[config.mk]
export PLATFORM = sky130hd
export DESIGN_NAME = md_issue
export DESIGN_NICKNAME = d
export VERILOG_FILES = /design/src/rtl/md_issue.sv
export SDC_FILE = /design/constraint.sdc
export NUM_CORES = 1
export LEC_CHECK = 0
export CORE_MARGIN = 2
export CORE_UTILIZATION = 35
export CTS_CLUSTER_DIAMETER = 120
export DETAILED_ROUTE_END_ITERATION = 10
export GPL_TIMING_DRIVEN = 1
export PLACE_DENSITY = 0.71
export SLEW_MARGIN = 10
export SYNTH_ARGS = -nofsm -noshare
export SYNTH_HDL_FRONTEND = slang
export SYNTH_SLANG_ARGS = --single-unit
[constraint.sdc]
create_clock -name clk_i -period 2.45 [get_ports clk_i]
set_input_delay 0.49 -clock clk_i [delete_from_list [all_inputs] [get_ports clk_i]]
set_output_delay 0.49 -clock clk_i [all_outputs]
set_load 0.02 [all_outputs]
[src/rtl/md_issue.sv]
// Issue controller between the E stage and the HI/LO multiply/divide unit.
// Presents one registered command cycle, tracks the unit's busy window and stalls MD requests meanwhile.
module md_issue (
    input  logic        clk_i,
    input  logic        rst_ni,
    input  logic        req_valid_i,
    input  logic [3:0]  req_op_i,
    input  logic [31:0] req_a_i,
    input  logic [31:0] req_b_i,
    input  logic        flush_i,
    output logic        stall_o,
    output logic [3:0]  md_op_o,
    output logic        md_start_o,
    output logic [31:0] a_o,
    output logic [31:0] b_o,
    input  logic        md_busy_i,
    input  logic [31:0] md_out_i,
    output logic        rd_valid_o,
    output logic [31:0] rd_data_o,
    output logic        done_o,
    output logic        div_zero_o
);

    typedef enum logic [1:0] {
        S_IDLE  = 2'd0,
        S_ISSUE = 2'd1,
        S_WAIT  = 2'd2
    } state_e;

    state_e      state_q;
    logic [3:0]  op_q;
    logic [31:0] a_q;
    logic [31:0] b_q;
    logic [3:0]  md_op_q;
    logic        md_start_q;
    logic [31:0] rd_data_q;
    logic        rd_valid_q;
    logic        done_q;
    logic        div_zero_q;

    logic        occupied_s;
    logic        accept_s;
    logic [3:0]  md_op_d;
    logic        md_start_d;

    function automatic logic is_mul(input logic [3:0] op);
        return (op >= 4'd1) && (op <= 4'd6);
    endfunction

    function automatic logic is_div(input logic [3:0] op);
        return (op == 4'd14) || (op == 4'd15);
    endfunction

    function automatic logic is_rd(input logic [3:0] op);
        return (op == 4'd9) || (op == 4'd10);
    endfunction

    // Command decode of the incoming request; no-op codes reach the unit as 0.
    always_comb begin
        md_start_d = is_mul(req_op_i) || is_div(req_op_i);
        if (md_start_d || ((req_op_i >= 4'd7) && (req_op_i <= 4'd10))) begin
            md_op_d = req_op_i;
        end else begin
            md_op_d = 4'd0;
        end
    end

    // A stale busy after reset is ignored because occupancy requires a non-idle state.
    assign occupied_s = (state_q == S_ISSUE) || ((state_q == S_WAIT) && md_busy_i);
    assign stall_o    = req_valid_i && occupied_s && !flush_i;
    assign accept_s   = req_valid_i && !occupied_s && !flush_i;

    // Issue FSM with all unit-facing and pipeline-facing outputs registered.
    always_ff @(posedge clk_i or negedge rst_ni) begin
        if (!rst_ni) begin
            state_q    <= S_IDLE;
            op_q       <= 4'd0;
            a_q        <= 32'd0;
            b_q        <= 32'd0;
            md_op_q    <= 4'd0;
            md_start_q <= 1'b0;
            rd_data_q  <= 32'd0;
            rd_valid_q <= 1'b0;
            done_q     <= 1'b0;
            div_zero_q <= 1'b0;
        end else begin
            md_op_q    <= 4'd0;
            md_start_q <= 1'b0;
            rd_valid_q <= 1'b0;
            done_q     <= 1'b0;
            div_zero_q <= 1'b0;
            if (accept_s) begin
                op_q       <= req_op_i;
                a_q        <= req_a_i;
                b_q        <= req_b_i;
                md_op_q    <= md_op_d;
                md_start_q <= md_start_d;
            end
            case (state_q)
                S_IDLE: begin
                    state_q <= accept_s ? S_ISSUE : S_IDLE;
                end
                S_ISSUE: begin
                    if (is_mul(op_q) || (is_div(op_q) && (b_q != 32'd0))) begin
                        state_q <= S_WAIT;
                    end else begin
                        state_q    <= S_IDLE;
                        done_q     <= 1'b1;
                        div_zero_q <= is_div(op_q);
                        if (is_rd(op_q)) begin
                            rd_data_q  <= md_out_i;
                            rd_valid_q <= 1'b1;
                        end
                    end
                end
                S_WAIT: begin
                    if (!md_busy_i) begin
                        done_q  <= 1'b1;
                        state_q <= accept_s ? S_ISSUE : S_IDLE;
                    end
                end
                default: begin
                    state_q <= S_IDLE;
                end
            endcase
        end
    end

    assign md_op_o    = md_op_q;
    assign md_start_o = md_start_q;
    assign a_o        = a_q;
    assign b_o        = b_q;
    assign rd_data_o  = rd_data_q;
    assign rd_valid_o = rd_valid_q;
    assign done_o     = done_q;
    assign div_zero_o = div_zero_q;

endmodule

## Word level (Yosys, flattened, before mapping)

Index checks and enable logic that the tools add are counted.

- Input bits: 105
- Output and inout bits: 105
- Register bits: 110
- Logic and storage cells: 62

- Multiplexer cells: 15
- Equal/unequal tests: 9
- Bitwise gates (word level): 1
- Reduce and logical (&&, ||, !) cells: 21
- Magnitude comparators: 6

Operators by type and width:

| operator | count |
|---|---|
| nonzero test 32 bit | 1 |
| equality test 4 bit (second input constant) | 6 |
| logical AND 1 bit | 9 |
| 2-to-1 mux 1 bit | 9 |
| greater-or-equal comparator 4 x 1 -> 1 bit (second input constant) | 2 |
| <= comparator 4 x 3 -> 1 bit (second input constant) | 2 |
| 2-to-1 mux 4 bit | 2 |
| logical OR 1 bit | 7 |
| case mux 2 bit (3 select lines) | 1 |
| greater-or-equal comparator 4 x 3 -> 1 bit (second input constant) | 1 |
| <= comparator 4 bit (second input constant) | 1 |
| 2-to-1 mux 2 bit | 2 |
| AND reduction 3 bit | 1 |
| equality test 2 x 1 -> 1 bit (second input constant) | 1 |
| equality test 2 bit (second input constant) | 1 |
| logical NOT 1 bit | 2 |
| logical NOT 2 bit | 1 |
| inequality test 2 bit (second input constant) | 1 |
| case mux 1 bit (2 select lines) | 1 |
| inverter 1 bit | 1 |

## Depth between registers and ports, before layout

Gate-level depths: netlist of the first run.

- Word-level depth: 9
- Depth in mapped cells: 8
- Gate-level depth less buffers: 6

## Worst setup path after synthesis of the first run

OpenSTA, ideal clock, no wires.

- Kind: flip-flop to output port
- From: reg state_q[0]
- To: out stall_o
- Path slack: 0.665 ns
- Stages on the path, launching flop included: 5
- Buffers on the path: 0
- Data required time: 1.960 ns
- Data arrival time: 1.295 ns
- Path through: dfrtp_1 inv_1 ha_1 a21oi_2 nor3b_1

- Longest elaborated chain between the ends: 5
- Elaborated cells between the ends (all ways): 6
- Those cells by class: eq/ne: 2; reduce/logical: 4

RTL lines:

| element | RTL line | RTL |
|---|---|---|
| start: declaration | 30 | `state_e state_q;` |
| start signal: assignment | 101 | `state_q <= accept_s ? S_ISSUE : S_IDLE;` |
| start signal: assignment | 119 | `state_q <= accept_s ? S_ISSUE : S_IDLE;` |
| equality test 2 bit | 69 | `assign occupied_s = (state_q == S_ISSUE) \|\| ((state_q == S_WAIT) && md_busy_i);` |
| logical AND 1 bit | 69 |  |
| logical OR 1 bit * | 69 |  |
| logical AND 1 bit * (2 in series) | 70 | `assign stall_o = req_valid_i && occupied_s && !flush_i;` |
| end: declaration | 11 | `output logic stall_o,` |

Every way passes the cells marked *; elsewhere a longest branch is shown, timed or not.

## Worst setup path in the final report of the first run

Ends and elaborated chain as after synthesis.

==> results of run 1 <==
[kinds of logic after synthesis]
logic type	after synthesis	synth area share, %
AND/OR/NAND/NOR	37	4.72
AO/OA/AOI/OAI	12	1.93
XOR/XNOR	2	0.403
multiplexers	99	25.7
buffers and inverters	16	2.77
flip-flops	110	63.4
adder cells (fa/ha/maj)	4	1.15
[timing repair]
item                       4_1_cts  5_1_grt
resized for setup                1        0
setup endpoints to repair        1        0
hold buffers                     0        0
[routing by layer]
metal	global-route usage [%]	up-vias	share of wire [%]
met1	18.8	1521	41
li1	-	1431	-
met3	4.97	14	8.1
met5	0	-	0
met2	25.8	127	49
met4	6.91	0	1.9
[cells in the mapped netlist (all sizes together), types with 2 or more instances]
cell type	number
dfrtp	110
mux2	99
buf	11
nor4	9
nor2	8
nand2	7
ha	4
o21ai	4
a21oi	3
inv	3
nand3b	3
nand4	3
nor3	3
clkbuf	2
xnor2	2
[power breakdown]
| part | switching (mW) | internal (mW) | total [mW] |
|---|---|---|---|
| sequential | 0.464 | 2.57 | 3.03 |
| combinational | 1.66 | 1.99 | 3.66 |
| clock | 0.600 | 0.740 | 1.34 |
[per-stage QoR]
stage	utilization [%]	setup slack (ps)
6_report	56.9	193
5_1_grt	56.9	36.9
4_1_cts	56.9	174
3_5_place_dp	54.7	-44.4
3_3_place_gp	54.7	-35.5
2_1_floorplan	-	665
[registers in the layout (all words and copies together), names as in the netlist]
name / flops
a_o: 32
b_o: 32
rd_data_o: 32
md_op_o: 4
op_q: 4
state_q: 2
div_zero_o: 1
done_o: 1
md_start_o: 1
rd_valid_o: 1
[final timing paths]
path | from | to | slack, ps
hold reg to reg | rd_data_o[3] | rd_data_o[3] | 490
setup reg to reg | state_q[1] | rd_data_o[18] | 470
min in group clk_i | rd_data_o[3] | rd_data_o[3] | 490
setup / recovery | state_q[0] | stall_o | 190
max in group asynchronous | rst_ni | rd_data_o[5] | 1630
hold / removal | rst_ni | rd_data_o[10] | 120
[layout make-up]
class	count	area (µm²)
clock inverter	1	5.00
sequential	110	2750
tap	168	210
clock buffer	14	264
multi-input combinational	154	1470
fill	1033	5200
inverter	3	11.3
timing repair buffer	214	2150
[worst register-to-register path, delay by kind of cell, from the launching register on]
family	cells	cell delay [ps]
DFF	1	420
buffers and inverters	2	490
adders and majority gates	1	230
and+or+nand+nor	2	310
muxes	1	410
==> results.toml, run 1 <==
[status]
status = "complete, no violations"

[routing]
wl_per_cell_um = 15.6
avgViaCountPerCell = 4.66
drc_errors = 0
drt-pass1-iter-count = 4
first_iter_violations = 95
antenna_left = 0
vias = 3093
wirelength_mm = 10.4

[final_layout]
drive_gt1_share_pct = 23.2
antenna_cells = 0
final_common_cell = "clkdlybuf4s50_1"
layout_common_cells = "clkdlybuf4s50_1 (207), dfrtp_1 (110), mux2_2 (95)"
fin_nets = 601
fin_area_um2 = 6870
fin_cells = 664
synthToLayoutAreaGrowth_pct = 58.0

[floorplanning]
pin_count = 210
start_util_pct = 36.0
dieArea_um2 = 13300
die_h_um = 115
core_area_um2 = 12100
rows = 40
die_x_um = 115

[synth]
avgSynthCellArea_um2 = 15.5
netlist_instances = 280
synth_top_area_share_pct = 63.4
yosysTopAreaCell = "dfrtp_1"
synth_cell_type_count = 29
synthArstFlopShare_pct = 100
synth_enable_flop_cells = 0
ys_seq_elements = 110
syn_nets = 389
ys.flop_type = "dfrtp_1"
syn_area_um2 = 4340
yosysWarnings = 0
ys_seq_area_share_pct = 63.4
synthTopCellsByArea = "dfrtp_1 (63%), mux2_2 (25%), buf_6 (1.8%)"

[placement]
dp_hpwl_mm = 7.82
globalplace.congestion = 0.716
dp_cells = 649
placed_area_um2 = 6600
io_buffer_count = 209

[clock_tree]
htree_levels = 3
clock_latency_ps = 340
clkTransAtPathRegs_ps = 70
cts-root-buf = "clkbuf_16"
cts_tree = "done"
clk_path_buf_depth = 2
cts.sinks = 110
numCtsBuffers = 9
post_cts_buffers = 0

[grt]
track_usage_pct = 15.6
grt_max_degree = 54
grt_pass1_wl_mm = 16.1
grt_overflow = 0
antenna_found_initial = 0
grt_pass1_vias = 3229

[worst_hold_path]
hold_path_class = "primary input to asynchronous set/reset pin"

[timing]
setup_violations = 0
grt_setup_unrepaired = "false"
finalHoldViolCount = 0
fin_skew_ps = 6.11
slew_viol_final = 0
slew_headroom_pct = 63.5
fin_crit_sh_pct = 92.1
tns_ps = 0
max_freq_ghz = 0.443
min_period_ps = 2260
holdWs_ps = 120
tightest_slew_ps = 548

[critical_path]
critPathLaunchType = "flip-flop"
path_class = "flip-flop to output pin"
cp_top_family = "buffers and inverters"
critPathBufInv = 2
critPathMaxStageDelay_ps = 410
ff2ff_path_depth = 6
required_ps = 1960
crit_slowest_cell = "dfrtp_1"
arrival_ps = 1770
worst-path-stages = 5
worstPathCellList = "inv_1 > ha_1 > a21oi_2 > nor3b_1 > dlygate4sd2_1"
crit_fanout = 5
crit_path_end_kind = "output pin"

[pwr]
power_mw = 8.03
ir_drop_mv = 0.576
leakage_nw = 2.87
cellPowerDensity_nw_per_um2 = 1170

[run]
drv_cap = 0
Note: power is estimated with default switching activity, not from simulation.
==> run 2: changes to the inputs <==
==> constraint.sdc (replaced) <==
create_clock -name clk_i -period 2.75 [get_ports clk_i]
set_input_delay 0.55 -clock clk_i [delete_from_list [all_inputs] [get_ports clk_i]]
set_output_delay 0.55 -clock clk_i [all_outputs]
set_load 0.02 [all_outputs]
==> results.toml, run 2 (same netlist as run 1, synthesis figures left out) <==
[final_layout]
num-fill-cells = 1001
layout_common_cells = "clkdlybuf4s50_1 (208), dfrtp_1 (110), mux2_2 (95)"
fin_nets = 600
final_common_cell = "clkdlybuf4s50_1"
antenna_cells = 0
drive_gt1_share_pct = 23.2
utilization_pct = 57.0
fin_cells = 663
synthToLayoutAreaGrowth_pct = 58.3

[critical_path]
critPathLaunchType = "primary input"
path_class = "primary input to output pin"
required_ps = 2200
crit_path_end_kind = "output pin"
arrival_ps = 2050
crit_fanout = 5

[routing]
drc_errors = 0
drt-pass1-iter-count = 4
wl_per_cell_um = 15.4
antenna_left = 0
vias = 3029
first_iter_violations = 117
avgViaCountPerCell = 4.57
wirelength_mm = 10.2

[timing]
finalHoldViolCount = 0
slew_viol_final = 0
holdWs_ps = 263
setup_violations = 0
tns_ps = 0
fin_crit_sh_pct = 94.6
slew_headroom_pct = 49.8
worst_slack_ps = 147
min_period_ps = 2600
max_freq_ghz = 0.384
fin_skew_ps = 2.47
tightest_slew_ps = 753
grt_setup_unrepaired = "false"

[grt]
grt_pass1_wl_mm = 15.6
grt_max_degree = 67
grt_overflow = 0
antenna_found_initial = 0
track_usage_pct = 15.1
grt_pass1_vias = 3166

[pwr]
leakage_nw = 2.87
seqPwrFrac_pct = 37.5
switchingPower_mw = 2.42
internal_power_mw = 4.77
p_comb_share_pct = 45.2
ir_drop_mv = 0.456
cellPowerDensity_nw_per_um2 = 1050
power_frac_clock_pct = 17.3
power.share.switching_pct = 33.6

[floorplanning]
core_area_um2 = 12100
die_h_um = 115
pin_count = 210
die_x_um = 115
start_util_pct = 36.0
dieArea_um2 = 13300
rows = 40

[clock_tree]
cts.sinks = 110
cts_hold_buf = 0
cts_resized = 0
post_cts_buffers = 0
clk_path_buf_depth = 2
clock_latency_ps = 340
htree_levels = 3
numCtsBuffers = 9
clkTransAtPathRegs_ps = 70
cts_tree = "done"
cts-root-buf = "clkbuf_16"

[placement]
post-place-ws_ps = 159
dp_cells = 648
dp_hpwl_mm = 7.63
globalplace.congestion = 0.734
io_buffer_count = 209

[run]
drv_cap = 0

[worst_hold_path]
hold_path_class = "primary input to asynchronous set/reset pin"

[status]
status = "complete, no violations"
## run 2: layer usage
metal / GRT usage, % / vias to the layer above / part of all wire [%] / routed length (µm)
li1: - / 1428 / - / -
met1: 17.2 / 1457 / 40 / 4020
met2: 26.2 / 129 / 50 / 5130
met3: 4.86 / 15 / 8.5 / 866
met4: 6.27 / 0 / 1.6 / 162
met5: 0 / - / 0 / 0
## run 2: path summary, 6_finish.rpt
path	from	endpoint	slack, ps	cells after the start
worst max-delay path	md_busy_i	stall_o	150	4
worst max register to register	state_q[1]	rd_data_o[25]	800	6
worst min register to register	rd_data_o[3]	rd_data_o[3]	490	1
min in group clk_i	rd_data_o[3]	rd_data_o[3]	490	1
worst min-delay path	rst_ni	rd_data_o[28]	260	1
max in group asynchronous	rst_ni	rd_data_o[4]	1720	2
## run 2: area by class of cell
cell class | count | area, µm² | area share, %
tap | 168 | 210 | 3.06
sequential | 110 | 2750 | 40.0
timing repair buffer | 213 | 2140 | 31.2
inverter | 3 | 11.3 | 0.164
multi-input combinational | 154 | 1470 | 21.4
clock buffer | 15 | 288 | 4.18
## run 2: power by group through the flow
stage          Sequential (mW)  Combinational [mW]  Clock (mW)
4_1_cts                   2.71                3.30        1.30
5_1_grt                   2.79                3.44        1.35
3_5_place_dp              2.73                3.29           0
3_3_place_gp              2.69                3.24           0
2_1_floorplan             3.47               0.832           0
6_report                  2.70                3.25        1.25
## run 2: worst max-delay path, cell delays in order
cell	delay [ps]
clkdlybuf4s50_1	580
a21oi_2	100
nor3b_1	190
clkdlybuf4s50_1	630
## run 2: metrics by stage
step	area, µm²	power, mW
global placement	6590	5.93
global route	6880	7.58
finish	6880	7.19
floorplan	4340	4.31
CTS	6880	7.30
detailed placement	6590	6.02
